## config.mk

```make
export PLATFORM = sky130hd
export DESIGN_NAME = booth_seq_mult_flat
export DESIGN_NICKNAME = d
export VERILOG_FILES = /design/src/rtl/booth_seq_mult_if.sv /design/src/rtl/booth_seq_mult.sv /design/src/flat_wrapper.sv
export SDC_FILE = /design/constraint.sdc
export NUM_CORES = 1
export LEC_CHECK = 0
export ABC_AREA = 1
export BUFFER_PORTS_ARGS = -buffer_cell sky130_fd_sc_hd__buf_2
export CAP_MARGIN = 0
export CORE_MARGIN = 10
export CORE_UTILIZATION = 27
export DETAILED_ROUTE_END_ITERATION = 12
export PLACE_DENSITY = 0.48
export SLEW_MARGIN = 20
export SYNTH_ARGS = -nofsm -noshare
export SYNTH_HDL_FRONTEND = slang
export SYNTH_SLANG_ARGS = --single-unit
```

## constraint.sdc

```tcl
create_clock -name clk -period 5.24 [get_ports clk]
set_input_delay 0.262 -clock clk [delete_from_list [all_inputs] [get_ports clk]]
set_output_delay 0.262 -clock clk [all_outputs]
set_load 0.01 [all_outputs]
```

## src/rtl/booth_seq_mult_if.sv

```systemverilog
`default_nettype none
// +----------------------------------------------------------------------+
// | Module   : booth_seq_mult_if                                         |
// | Purpose  : start/busy/done handshake and operand/product bundle      |
// | Revision : 1.0                                                       |
// +----------------------------------------------------------------------+
interface booth_seq_mult_if #(
   parameter int WIDTH = 32
);
   logic                 start;
   logic [WIDTH-1:0]     multiplicand;
   logic [WIDTH-1:0]     multiplier;
   logic                 busy;
   logic                 done;
   logic [2*WIDTH-1:0]   product;

   modport master (
      output start, multiplicand, multiplier,
      input  busy, done, product
   );

   modport slave (
      input  start, multiplicand, multiplier,
      output busy, done, product
   );
endinterface
`default_nettype wire

```

## src/rtl/booth_seq_mult.sv

```systemverilog
`default_nettype none
// +----------------------------------------------------------------------+
// | Module   : booth_seq_mult (with csa)                                 |
// | Purpose  : radix-2 Booth sequential multiplier, 32 iterations on one |
// |            shared carry-select adder. Option: BOOTH_ZERO_SKIP_EN     |
// | Revision : 1.0                                                       |
// +----------------------------------------------------------------------+
module csa (
   input  logic [31:0] a,
   input  logic [31:0] b,
   input  logic        cin,
   output logic [31:0] sum,
   output logic        cout,
   output logic        overflow
);
   logic [16:0] lo;
   logic [16:0] hi0;
   logic [16:0] hi1;

   assign lo  = {1'b0, a[15:0]} + {1'b0, b[15:0]} + {16'd0, cin};
   assign hi0 = {1'b0, a[31:16]} + {1'b0, b[31:16]};
   assign hi1 = hi0 + 17'd1;

   assign {cout, sum[31:16]} = lo[16] ? hi1 : hi0;
   assign sum[15:0]          = lo[15:0];
   // carry into the MSB differs from carry out exactly on signed overflow
   assign overflow = (sum[31] ^ a[31] ^ b[31]) ^ cout;
endmodule

module booth_seq_mult #(
   parameter int WIDTH = 32
) (
   input  logic           clk,
   input  logic           rst_n,
   booth_seq_mult_if.slave bus
);
   localparam int CNT_W = $clog2(WIDTH);

   typedef enum logic [1:0] {
      S_IDLE = 2'd0,
      S_RUN  = 2'd1,
      S_DONE = 2'd2
   } state_t;

   state_t               state_q, state_d;
   logic [WIDTH-1:0]     a_q, a_d;
   logic [WIDTH-1:0]     q_q, q_d;
   logic [WIDTH-1:0]     m_q, m_d;
   logic                 qm1_q, qm1_d;
   logic [CNT_W-1:0]     cnt_q, cnt_d;
   logic [2*WIDTH-1:0]   product_q, product_d;

   logic                 add_en;
   logic [WIDTH-1:0]     add_b;
   logic                 add_cin;
   logic [WIDTH-1:0]     add_sum;
   logic                 add_ovf;
   logic                 add_cout_unused;
   logic [WIDTH-1:0]     sel_r;
   logic                 sign_s;

   csa u_csa (
      .a        (a_q),
      .b        (add_b),
      .cin      (add_cin),
      .sum      (add_sum),
      .cout     (add_cout_unused),
      .overflow (add_ovf)
   );

   always_comb begin
      add_en  = 1'b0;
      add_b   = m_q;
      add_cin = 1'b0;
      if (state_q == S_RUN) begin
         case ({q_q[0], qm1_q})
            2'b01: add_en = 1'b1;
            2'b10: begin
               add_en  = 1'b1;
               add_b   = ~m_q;
               add_cin = 1'b1;
            end
            default: add_en = 1'b0;
         endcase
      end
   end

   // sum[MSB] alone is wrong when the add/sub overflows (e.g. M = -2^31)
   assign sel_r  = add_en ? add_sum : a_q;
   assign sign_s = add_en ? (add_sum[WIDTH-1] ^ add_ovf) : a_q[WIDTH-1];

`ifdef BOOTH_ZERO_SKIP_EN
   logic start_zero;
   assign start_zero = (bus.multiplicand == '0) || (bus.multiplier == '0);
`endif

   always_comb begin
      state_d   = state_q;
      a_d       = a_q;
      q_d       = q_q;
      qm1_d     = qm1_q;
      m_d       = m_q;
      cnt_d     = cnt_q;
      product_d = product_q;
      case (state_q)
         S_IDLE, S_DONE: begin
            state_d = S_IDLE;
            if (bus.start) begin
               a_d   = '0;
               q_d   = bus.multiplier;
               qm1_d = 1'b0;
               m_d   = bus.multiplicand;
               cnt_d = '0;
`ifdef BOOTH_ZERO_SKIP_EN
               if (start_zero) begin
                  state_d   = S_DONE;
                  product_d = '0;
               end else begin
                  state_d = S_RUN;
               end
`else
               state_d = S_RUN;
`endif
            end
         end
         S_RUN: begin
            a_d   = {sign_s, sel_r[WIDTH-1:1]};
            q_d   = {sel_r[0], q_q[WIDTH-1:1]};
            qm1_d = q_q[0];
            cnt_d = cnt_q + 1'b1;
            if (cnt_q == CNT_W'(WIDTH - 1)) begin
               state_d   = S_DONE;
               product_d = {sign_s, sel_r, q_q[WIDTH-1:1]};
            end
         end
         default: state_d = S_IDLE;
      endcase
   end

   always_ff @(posedge clk or negedge rst_n) begin
      if (!rst_n) begin
         state_q   <= S_IDLE;
         a_q       <= '0;
         q_q       <= '0;
         qm1_q     <= 1'b0;
         m_q       <= '0;
         cnt_q     <= '0;
         product_q <= '0;
      end else begin
         state_q   <= state_d;
         a_q       <= a_d;
         q_q       <= q_d;
         qm1_q     <= qm1_d;
         m_q       <= m_d;
         cnt_q     <= cnt_d;
         product_q <= product_d;
      end
   end

   assign bus.busy    = (state_q == S_RUN);
   assign bus.done    = (state_q == S_DONE);
   assign bus.product = product_q;
endmodule
`default_nettype wire

```

## src/flat_wrapper.sv

```systemverilog
// flat-port wrapper written by rule: the top's interface ports become plain ports
module booth_seq_mult_flat 
#(
   parameter int WIDTH = 32
)
  (clk, rst_n, bus_start, bus_multiplicand, bus_multiplier, bus_busy, bus_done, bus_product);
  booth_seq_mult_if #(.WIDTH(WIDTH)) bus_i ();
  input  logic clk;
  input  logic rst_n;
  input wire logic [$bits(bus_i.start)-1:0] bus_start;
  input wire logic [$bits(bus_i.multiplicand)-1:0] bus_multiplicand;
  input wire logic [$bits(bus_i.multiplier)-1:0] bus_multiplier;
  output wire logic [$bits(bus_i.busy)-1:0] bus_busy;
  output wire logic [$bits(bus_i.done)-1:0] bus_done;
  output wire logic [$bits(bus_i.product)-1:0] bus_product;
  assign bus_i.start = bus_start;
  assign bus_i.multiplicand = bus_multiplicand;
  assign bus_i.multiplier = bus_multiplier;
  assign bus_busy = bus_i.busy;
  assign bus_done = bus_i.done;
  assign bus_product = bus_i.product;
  booth_seq_mult #(.WIDTH(WIDTH)) u_core (.clk(clk), .rst_n(rst_n), .bus(bus_i));
endmodule
```

* Word-level counts from Yosys, hierarchy flattened *
Cells that the tools add are included.

storage, ports and cells
  output and inout bits = 66
  word-level logic and storage cells = 51
  input bits = 67
  register bits after elaboration = 168

cells by class
  add/subtract/negate cells = 5
  bitwise gates (word level) = 5
  muxes and demuxes = 20
  reductions and logical operators = 7
  eq/ne operators = 7

operators by type and width
  operator                                             count
  two-way mux 32 bit                                   5
  one-hot mux 32 bit (2 select lines)                  2
  adder 16 x 16 -> 17 bit                              2
  NOT 32 bit                                           1
  adder 17 x 1 -> 17 bit                               1
  adder 17 x 1 -> 17 bit, second input constant        1
  two-way mux 17 bit                                   1
  one-hot mux 5 bit (2 select lines)                   1
  two-way mux 1 bit                                    7
  AND reduction 2 bit                                  3
  adder 5 x 1 -> 5 bit, second input constant          1
  equality test 5 bit, second input constant           1
  two-way mux 5 bit                                    1
  equality test 2 x 1 -> 1 bit, second input constant  2
  equality test 2 bit, second input constant           2
  one-hot mux 2 bit (2 select lines)                   1
  OR reduction 2 bit                                   2
  XOR 1 bit                                            4
  logical NOT 2 bit                                    1
  two-way mux 2 bit                                    1
  != test 2 x 1 -> 1 bit, second input constant        1
  != test 2 bit, second input constant                 1
  one-hot mux 1 bit (2 select lines)                   1
  nonzero test 2 bit                                   1

* Depth between registers and ports, before layout *
Gate-level depths: netlist of run 1.

  depth after elaboration = 12
  mapped depth = 25
  mapped depth without buffers = 24

* Modules after synthesis *
A second synthesis of run 1 with hierarchy kept.

unflattened totals
  cell total of the unflattened synthesis = 1,305
  area total of the unflattened synthesis = 9,726.8 um2

modules (own cells, without submodules)
  module          area each (um2)  cells each  seq. area each (um2)  instances
  booth_seq_mult  7,482.2          908         4,204.0               1
  csa             2,244.7          397         0.0                   1

* Worst setup path before layout of run 1 *
Ideal clock, no wire load.

  path type = flip-flop to flip-flop
  from = register u_core.state_q[0]
  to = register u_core.product_q[63], in the netlist u_core.bus.product[63]
  buffers on the path = 1
  library setup time = 0.119 ns
  stages on the path, launching flop included = 22
  setup slack = 1.875 ns
  data required time = 5.121 ns
  period minus slack after synthesis = 3.365 ns
  arrival time = 3.247 ns
  cells stage by stage = dfrtp_1 -> inv_2 -> nor2_8 -> nand2_2 -> buf_1 -> xnor2_1 -> ha_1 -> inv_1 -> fa_1 -> inv_1 -> ha_1 -> nand3_1 -> nor2_1 -> nand3_2 -> nor2_2 -> nand2_2 -> nor2_4 -> nand3_1 -> nand3_1 -> nand2_1 -> nand3_1 -> nand2_1

on the way
  cells in the longest elaborated chain, start to end = 10
  elaborated cells on any way between the ends = 15
  classes of those cells = 4 x add/sub; 1 x eq/ne; 5 x mux; 4 x bitwise; 1 x reduce/logical

ends and longest elaborated chain
  element                                            RTL line                                     RTL
  start, declared                                    booth_seq_mult.sv:45                         state_t state_q, state_d;
  start signal, assigned                             booth_seq_mult.sv:150                        state_q <= state_d;
  equality test 2 x 1 -> 1 bit *                     booth_seq_mult.sv:75, booth_seq_mult.sv:105
  two-way mux 32 bit                                 booth_seq_mult.sv:75                         if (state_q == S_RUN) begin
  adder 16 x 16 -> 17 bit, on equally long branches  booth_seq_mult.sv:21, booth_seq_mult.sv:20
  adder 17 x 1 -> 17 bit, on equally long branches   booth_seq_mult.sv:22, booth_seq_mult.sv:20
  two-way mux 17 bit                                 booth_seq_mult.sv:24                         assign {cout, sum[31:16]} = lo[16] ? hi1 : hi0;
  XOR 1 bit (3 in a row)                             booth_seq_mult.sv:27                         assign overflow = (sum[31] ^ a[31] ^ b[31]) ^ cout;
  XOR 1 bit                                          booth_seq_mult.sv:90                         assign sign_s = add_en ? (add_sum[WIDTH-1] ^ add_ovf) : a_q[WIDTH-1];
  two-way mux 1 bit                                  booth_seq_mult.sv:90
  end signal, assigned                               booth_seq_mult.sv:156                        product_q <= product_d;
  end, declared                                      booth_seq_mult.sv:51                         logic [2*WIDTH-1:0] product_q, product_d;

Every way passes the cells marked *; elsewhere a longest branch is shown, timed or not.
A chain may end at the register's enable or synchronous reset.

* Worst setup path in the final report of run 1 *
  from = register u_core.state_q[0]
  to = register u_core.product_q[55], in the netlist u_core.bus.product[55]

on the way
  cells in the longest elaborated chain, start to end = 6
  elaborated cells on any way between the ends = 11
  classes of those cells = 4 x add/sub; 1 x eq/ne; 5 x mux; 1 x reduce/logical

ends and longest elaborated chain
  element                                            RTL line                                     RTL
  equality test 2 x 1 -> 1 bit *                     booth_seq_mult.sv:75, booth_seq_mult.sv:105
  two-way mux 32 bit                                 booth_seq_mult.sv:75
  adder 16 x 16 -> 17 bit, on equally long branches  booth_seq_mult.sv:21, booth_seq_mult.sv:20
  adder 17 x 1 -> 17 bit, on equally long branches   booth_seq_mult.sv:22, booth_seq_mult.sv:20
  two-way mux 17 bit                                 booth_seq_mult.sv:24
  two-way mux 32 bit                                 booth_seq_mult.sv:89                         assign sel_r = add_en ? add_sum : a_q;

Marked as above.

==> impl_metrics.py, run 1 <==
metrics = {
    "place": {
        "place.gp.congestion": 0.847,
        "io_buffers": 132,
        "dp_hpwl_um": 19000,
        "placed_area_um2": 10400,
    },
    "logic_synthesis": {
        "yosys.area.top_type": "dfrtp_1",
        "ys_seq_elements": 168,
        "synth_nets": 1196,
        "synth_top_area_share_pct": 45.3,
        "synth_top_cells_by_count": "nand2_1 (272), dfrtp_1 (168), inv_1 (110)",
        "yosysWarnings": 0,
        "synth-main-ff-cell": "dfrtp_1",
        "synthArstFlopShare_pct": 100,
        "synth_edf_count": 0,
        "synthCells": 1089,
        "synth.most_common_cell": "nand2_1",
        "synthTopCellsByArea": "dfrtp_1 (45%), nand2_1 (11%), ha_1 (5.1%)",
        "yosysSeqAreaShare_pct": 45.3,
        "syn_area_per_cell_um2": 8.53,
        "synth_area_um2": 9290,
        "yosysUniqueCellTypes": 45,
    },
    "critical_path": {
        "critical_path_class": "flop to flop",
        "cp.required_ns": 5.52,
        "crit_path_end_kind": "flop",
        "critPathMaxStageDelay_ns": 0.53,
        "worstPathArrival_ns": 4.42,
        "worst-path-buf-inv": 4,
        "start_kind": "flop",
        "critPathMaxFanout": 34,
        "slowest_stage": "fa_1",
        "path_cells": "inv_2 > nor2_8 > nand2_2 > buf_4 > xnor2_1 > inv_1 > fa_1 > inv_1 > ha_1 > nand3_1 > nor2_1 > nand3_2 > nor2_2 > nand2_1 > xnor2_1 > nand2_1 > o21ai_0 > o21ai_0",
        "crit_family": "simple AND/OR/NAND/NOR gates",
    },
    "clock_network": {
        "cts_sinks": 168,
        "numCtsBuffers": 17,
        "cts_resized": 0,
        "tritoncts": "done",
        "post_cts_buffers": 0,
        "ctsHoldBuffers": 0,
        "clkLatencyLatePin_ns": 0.43,
        "cts_max_level": 4,
        "clk_pin_slew_worst_paths_ns": 0.07,
        "cts-root-buf": "clkbuf_16",
        "clk_path_buf_depth": 2,
    },
    "min_path": {
        "hp-class": "primary input to asynchronous set/reset pin",
    },
    "routing": {
        "drt_iter0_drc": 400,
        "drt-pass1-iter-count": 5,
        "via_per_inst": 4.58,
        "wl_per_cell_um": 16.1,
        "via_count": 7631,
        "ant_nets": 0,
        "route.detailed.drc": 0,
        "wl_um": 26900,
    },
    "sta": {
        "finalSetupTns_ns": 0,
        "slew_violations": 0,
        "hold_viol_final": 37,
        "slew_headroom_pct": 21.9,
        "worstMarginPinSlew_ns": 1.17,
        "setup_viol": 0,
        "fin_worst_skew_ns": 0.0145,
        "hold_ws_ns": -0.180,
        "fmax_mhz": 241,
        "layout_min_cycle_time_ns": 4.14,
        "rsz0062_at_grt": "false",
        "fin_crit_sh_pct": 79.1,
    },
    "floorplanning": {
        "dieArea_um2": 42200,
        "die_h_um": 205,
        "core_um2": 33700,
        "rows": 67,
        "start_util_pct": 27.6,
        "die_w_um": 205,
        "io_pins": 133,
    },
    "layout": {
        "final_layout_size_suffix_gt1_share_pct": 20.7,
        "synthToLayoutAreaGrowth_pct": 18.9,
        "postLayoutCellArea_um2": 11000,
        "layout.nets": 1309,
    },
    "run": {
        "maxCapViolCount": 0,
    },
    "status": {
        "status": "finished, violations left",
        "violations": "hold timing",
    },
    "global_route": {
        "antenna_found_initial": 4,
        "grt_start_max_net_pins": 169,
        "grt_usage_pct": 13.0,
        "grt_pass1_wl_um": 43500,
        "grt_pass1_vias": 7913,
        "overflow": 0,
    },
}
-- state kept, by name (all words and copies together), names as in the netlist --
signal              count
u_core.qm1_q            1
u_core.cnt_q            5
u_core.m_q             32
u_core.a_q             32
u_core.state_q          2
u_core.bus.product     64
u_core.q_q             32
-- worst reg2reg max path, stage by stage (launching register included) --
cell and delay, ns:
dfrtp_1 0.36, inv_2 0.26, nor2_8 0.48, nand2_2 0.28, buf_4 0.30, xnor2_1 0.22, inv_1 0.09, fa_1 0.53
inv_1 0.08, ha_1 0.20, nand3_1 0.09, nor2_1 0.20, nand3_2 0.10, nor2_2 0.15, nand2_1 0.11, xnor2_1 0.15
nand2_1 0.06, o21ai_0 0.18, o21ai_0 0.16
-- cell usage in the layout (no fill, tap or decap), types with 4 or more instances in the layout --
cell type and count:
nand4_1 7, nand2_1 270, o21ai_1 5, nand2_2 14, o21ai_0 89, inv_1 110, o211ai_1 7, buf_4 6
nand3_1 88, a22o_1 6, o221ai_1 31, inv_2 7, buf_2 131, or2_2 4, mux2_2 32, nor2_1 29
o22ai_1 9, nor2_2 4, ha_1 38, dfrtp_1 168, xor2_1 11, clkbuf_16 17, a21oi_1 31, xnor2_1 41
nand3_2 8, nor3_1 6
-- per-layer routing --
metal  track usage [%]  wire length, um  vias to the layer above
met3              4.36             1820                       29
met2              20.9            12400                      153
li1                  -                -                     3853
met5                 0               27                        -
met4              2.84              298                        4
met1              16.6            12300                     3592
-- layout make-up --
class | count | area (um2)
fillers | 3644 | 22700
well taps | 448 | 561
repair buffers | 140 | 743
inverters | 119 | 447
clock inverters | 12 | 165
flip-flops and latches | 168 | 4200
clock buffers | 19 | 453
diodes | 3 | 7.51
multi-input cells | 756 | 4460
-- cells by family (layout without fill, tap and decap cells) --
logic type	Yosys count	after routing	synth area share, %
xor+xnor	53	53	5.08
buf+inv	165	290	6.79
other cells	0	3	0
mux	32	32	3.88
simple gates	442	442	21.1
fa+ha+maj	40	40	5.55
compound gates	189	189	12.3
flops	168	168	45.3
-- through the flow --
stage	utilization (%)	setup WS, ns	cells
after floorplan	-	1.87	1089
after global placement	30.9	1.16	1631
after detailed placement	30.9	1.09	1631
after CTS	32.7	1.05	1662
after global routing	32.7	0.672	1662
final	32.8	1.10	1665
-- worst paths after layout --
path	from	endpoint	slack, ns	cells after the start
max	u_core.state_q[0]	u_core.bus.product[55]	1.10	18
min in group clk	bus_multiplicand[3]	u_core.m_q[3]	0.06	2
min	rst_n	u_core.m_q[25]	-0.18	2
max in group asynchronous	rst_n	u_core.q_q[24]	4.42	2
min reg2reg	u_core.cnt_q[3]	u_core.cnt_q[3]	0.47	1
max reg2reg	u_core.state_q[0]	u_core.bus.product[55]	1.10	18
Power of run 1 is not shown: default switching activity piles up to over one toggle a cycle in this logic, so the estimate is an artifact.
==> run 2: changes to the inputs <==
clock period = 4.1 ns   (was 5.24 ns; I/O delays follow)
==> run 2 against run 1 <==
Net effect:
- the run now ends clean
- global-route usage grew 0.50 points
- critical path depth grew 5
- cell area grew 5.2%
- first-iteration DRC count shrank 14%
- cell count grew 3.3%
- via count grew 2.7%
- die area is the same
- non-clock buffer count grew 59
==> impl_metrics.py, run 2 (synthesized netlist as in run 1, its figures left out) <==
metrics = {
    "status": {
        "status": "finished clean",
    },
    "floorplanning": {
        "io_pins": 133,
        "die_h_um": 205,
        "core_um2": 33700,
        "dieArea_um2": 42200,
        "die_w_um": 205,
        "rows": 67,
        "start_util_pct": 27.6,
    },
    "sta": {
        "hold_viol_final": 0,
        "fmax_mhz": 306,
        "slew_violations": 0,
        "worstMarginPinSlew_ns": 0.761,
        "layout_min_cycle_time_ns": 3.27,
        "fin_crit_sh_pct": 79.7,
        "setup_viol": 0,
        "rsz0062_at_grt": "false",
        "finalSetupTns_ns": 0,
        "slew_headroom_pct": 49.3,
        "fin_worst_skew_ns": 0.0158,
    },
    "place": {
        "dp_hpwl_um": 19500,
        "io_buffers": 132,
        "place.gp.congestion": 0.867,
    },
    "layout": {
        "final_common_cell": "nand2_1",
        "final_core_util_pct": 34.5,
        "final_layout_size_suffix_gt1_share_pct": 20.0,
        "mostFrequentLayoutCells": "nand2_1 (270), dfrtp_1 (168), buf_2 (131)",
        "synthToLayoutAreaGrowth_pct": 25.1,
        "layout.nets": 1368,
        "largest_reg_flops": 64,
        "antenna_cells": 0,
    },
    "routing": {
        "wl_per_cell_um": 15.9,
        "via_count": 7835,
        "route.detailed.drc": 0,
        "ant_nets": 0,
        "drt-pass1-iter-count": 5,
        "via_per_inst": 4.56,
        "drt_iter0_drc": 345,
        "wl_um": 27300,
    },
    "critical_path": {
        "start_kind": "flop",
        "critical_path_class": "flop to flop",
        "crit_path_end_kind": "flop",
        "worstPathArrival_ns": 3.60,
        "critPathMaxFanout": 5,
        "cp.required_ns": 4.43,
    },
    "clock_network": {
        "cts_sinks": 168,
        "cts-root-buf": "clkbuf_16",
        "clk_pin_slew_worst_paths_ns": 0.07,
        "clk_path_buf_depth": 2,
        "tritoncts": "done",
        "clkLatencyLatePin_ns": 0.45,
        "numCtsBuffers": 17,
        "cts_max_level": 4,
        "cts_resized": 0,
    },
    "global_route": {
        "grt_busiest_layer": "met2",
        "grt_usage_pct": 13.5,
        "grt_util_met1_pct": 17.4,
        "grt_pass1_vias": 8275,
        "grt_pass1_wl_um": 45200,
        "use_met2_pct": 21.8,
        "use_met3_pct": 3.96,
        "overflow": 0,
        "antenna_found_initial": 1,
        "grt_start_max_net_pins": 112,
    },
    "run": {
        "maxCapViolCount": 0,
    },
    "min_path": {
        "hp-class": "primary input to flop",
    },
}
[run 2: cell types whose count changed in the layout (fill, tap and decap cells not counted)]
cell / delta
inv_6: -1
clkinvlp_4: +1
clkinv_2: -2
buf_4: +4
diode_2: -3
clkinv_4: +1
dlygate4sd3_1: +55
[run 2: metrics by stage]
| step | setup slack [ns] | cells | cell area [um2] | hold slack (ns) |
|---|---|---|---|---|
| global route | 0.397 | 1720 | 11600 | 0.0107 |
| finish | 0.832 | 1720 | 11600 | 0.0198 |
| global placement | 0.858 | 1635 | 10400 | 0.258 |
| detailed placement | 0.817 | 1635 | 10400 | 0.248 |
| CTS | 0.817 | 1720 | 11600 | 0.00183 |
| floorplan | 0.735 | 1089 | 9290 | -0.0906 |
[run 2: worst paths after layout]
check,to,cells after the start,slack [ns],from
worst min register to register,u_core.bus.product[56],2,0.47,u_core.bus.product[56]
worst min-delay path,u_core.m_q[25],2,0.02,bus_multiplicand[25]
min in group asynchronous,u_core.m_q[27],2,0.31,rst_n
worst max register to register,u_core.bus.product[63],23,0.83,u_core.qm1_q
worst max-delay path,u_core.bus.product[63],23,0.83,u_core.qm1_q
max in group asynchronous,u_core.m_q[17],3,2.76,rst_n
[run 2: worst max-delay path, cell delays in order, from the launching register on]
cell	delay (ns)
dfrtp_1	0.36
inv_1	0.07
ha_1	0.16
nand2_2	0.11
xnor2_1	0.17
ha_1	0.21
inv_1	0.07
fa_1	0.43
inv_1	0.12
nand3_2	0.08
nand2_1	0.11
nand2_1	0.08
nand2_2	0.09
nand2_1	0.09
nand2_1	0.07
nand2_1	0.06
nand2_2	0.12
nand2_1	0.11
nor2_1	0.19
nand3_1	0.13
nand3_1	0.10
nand2_1	0.07
nand3_1	0.07
nand2_1	0.07
[run 2: final cells by class]
cell class | instances | area [um2]
Fill cell | 3559 | 22100
Tap cell | 448 | 561
Clock inverter | 11 | 163
Clock buffer | 19 | 453
Multi-Input combinational cell | 756 | 4460
Timing Repair Buffer | 199 | 1320
Sequential cell | 168 | 4200
Inverter | 119 | 447
[run 2: routing by layer]
metal  share of wire (%)  up-vias
met1                  47     3701
met3                 5.7       19
met5               0.073        -
met4                0.97        2
li1                    -     3967
met2                  46      146
[run 2: timing repair]
item | 4_1_cts | 5_1_grt
hold buffers | 55 | 0
endpoints found under the hold margin | 116 | 0
setup buffers | 0 | 0
Power of run 2 is left out for the same reason.
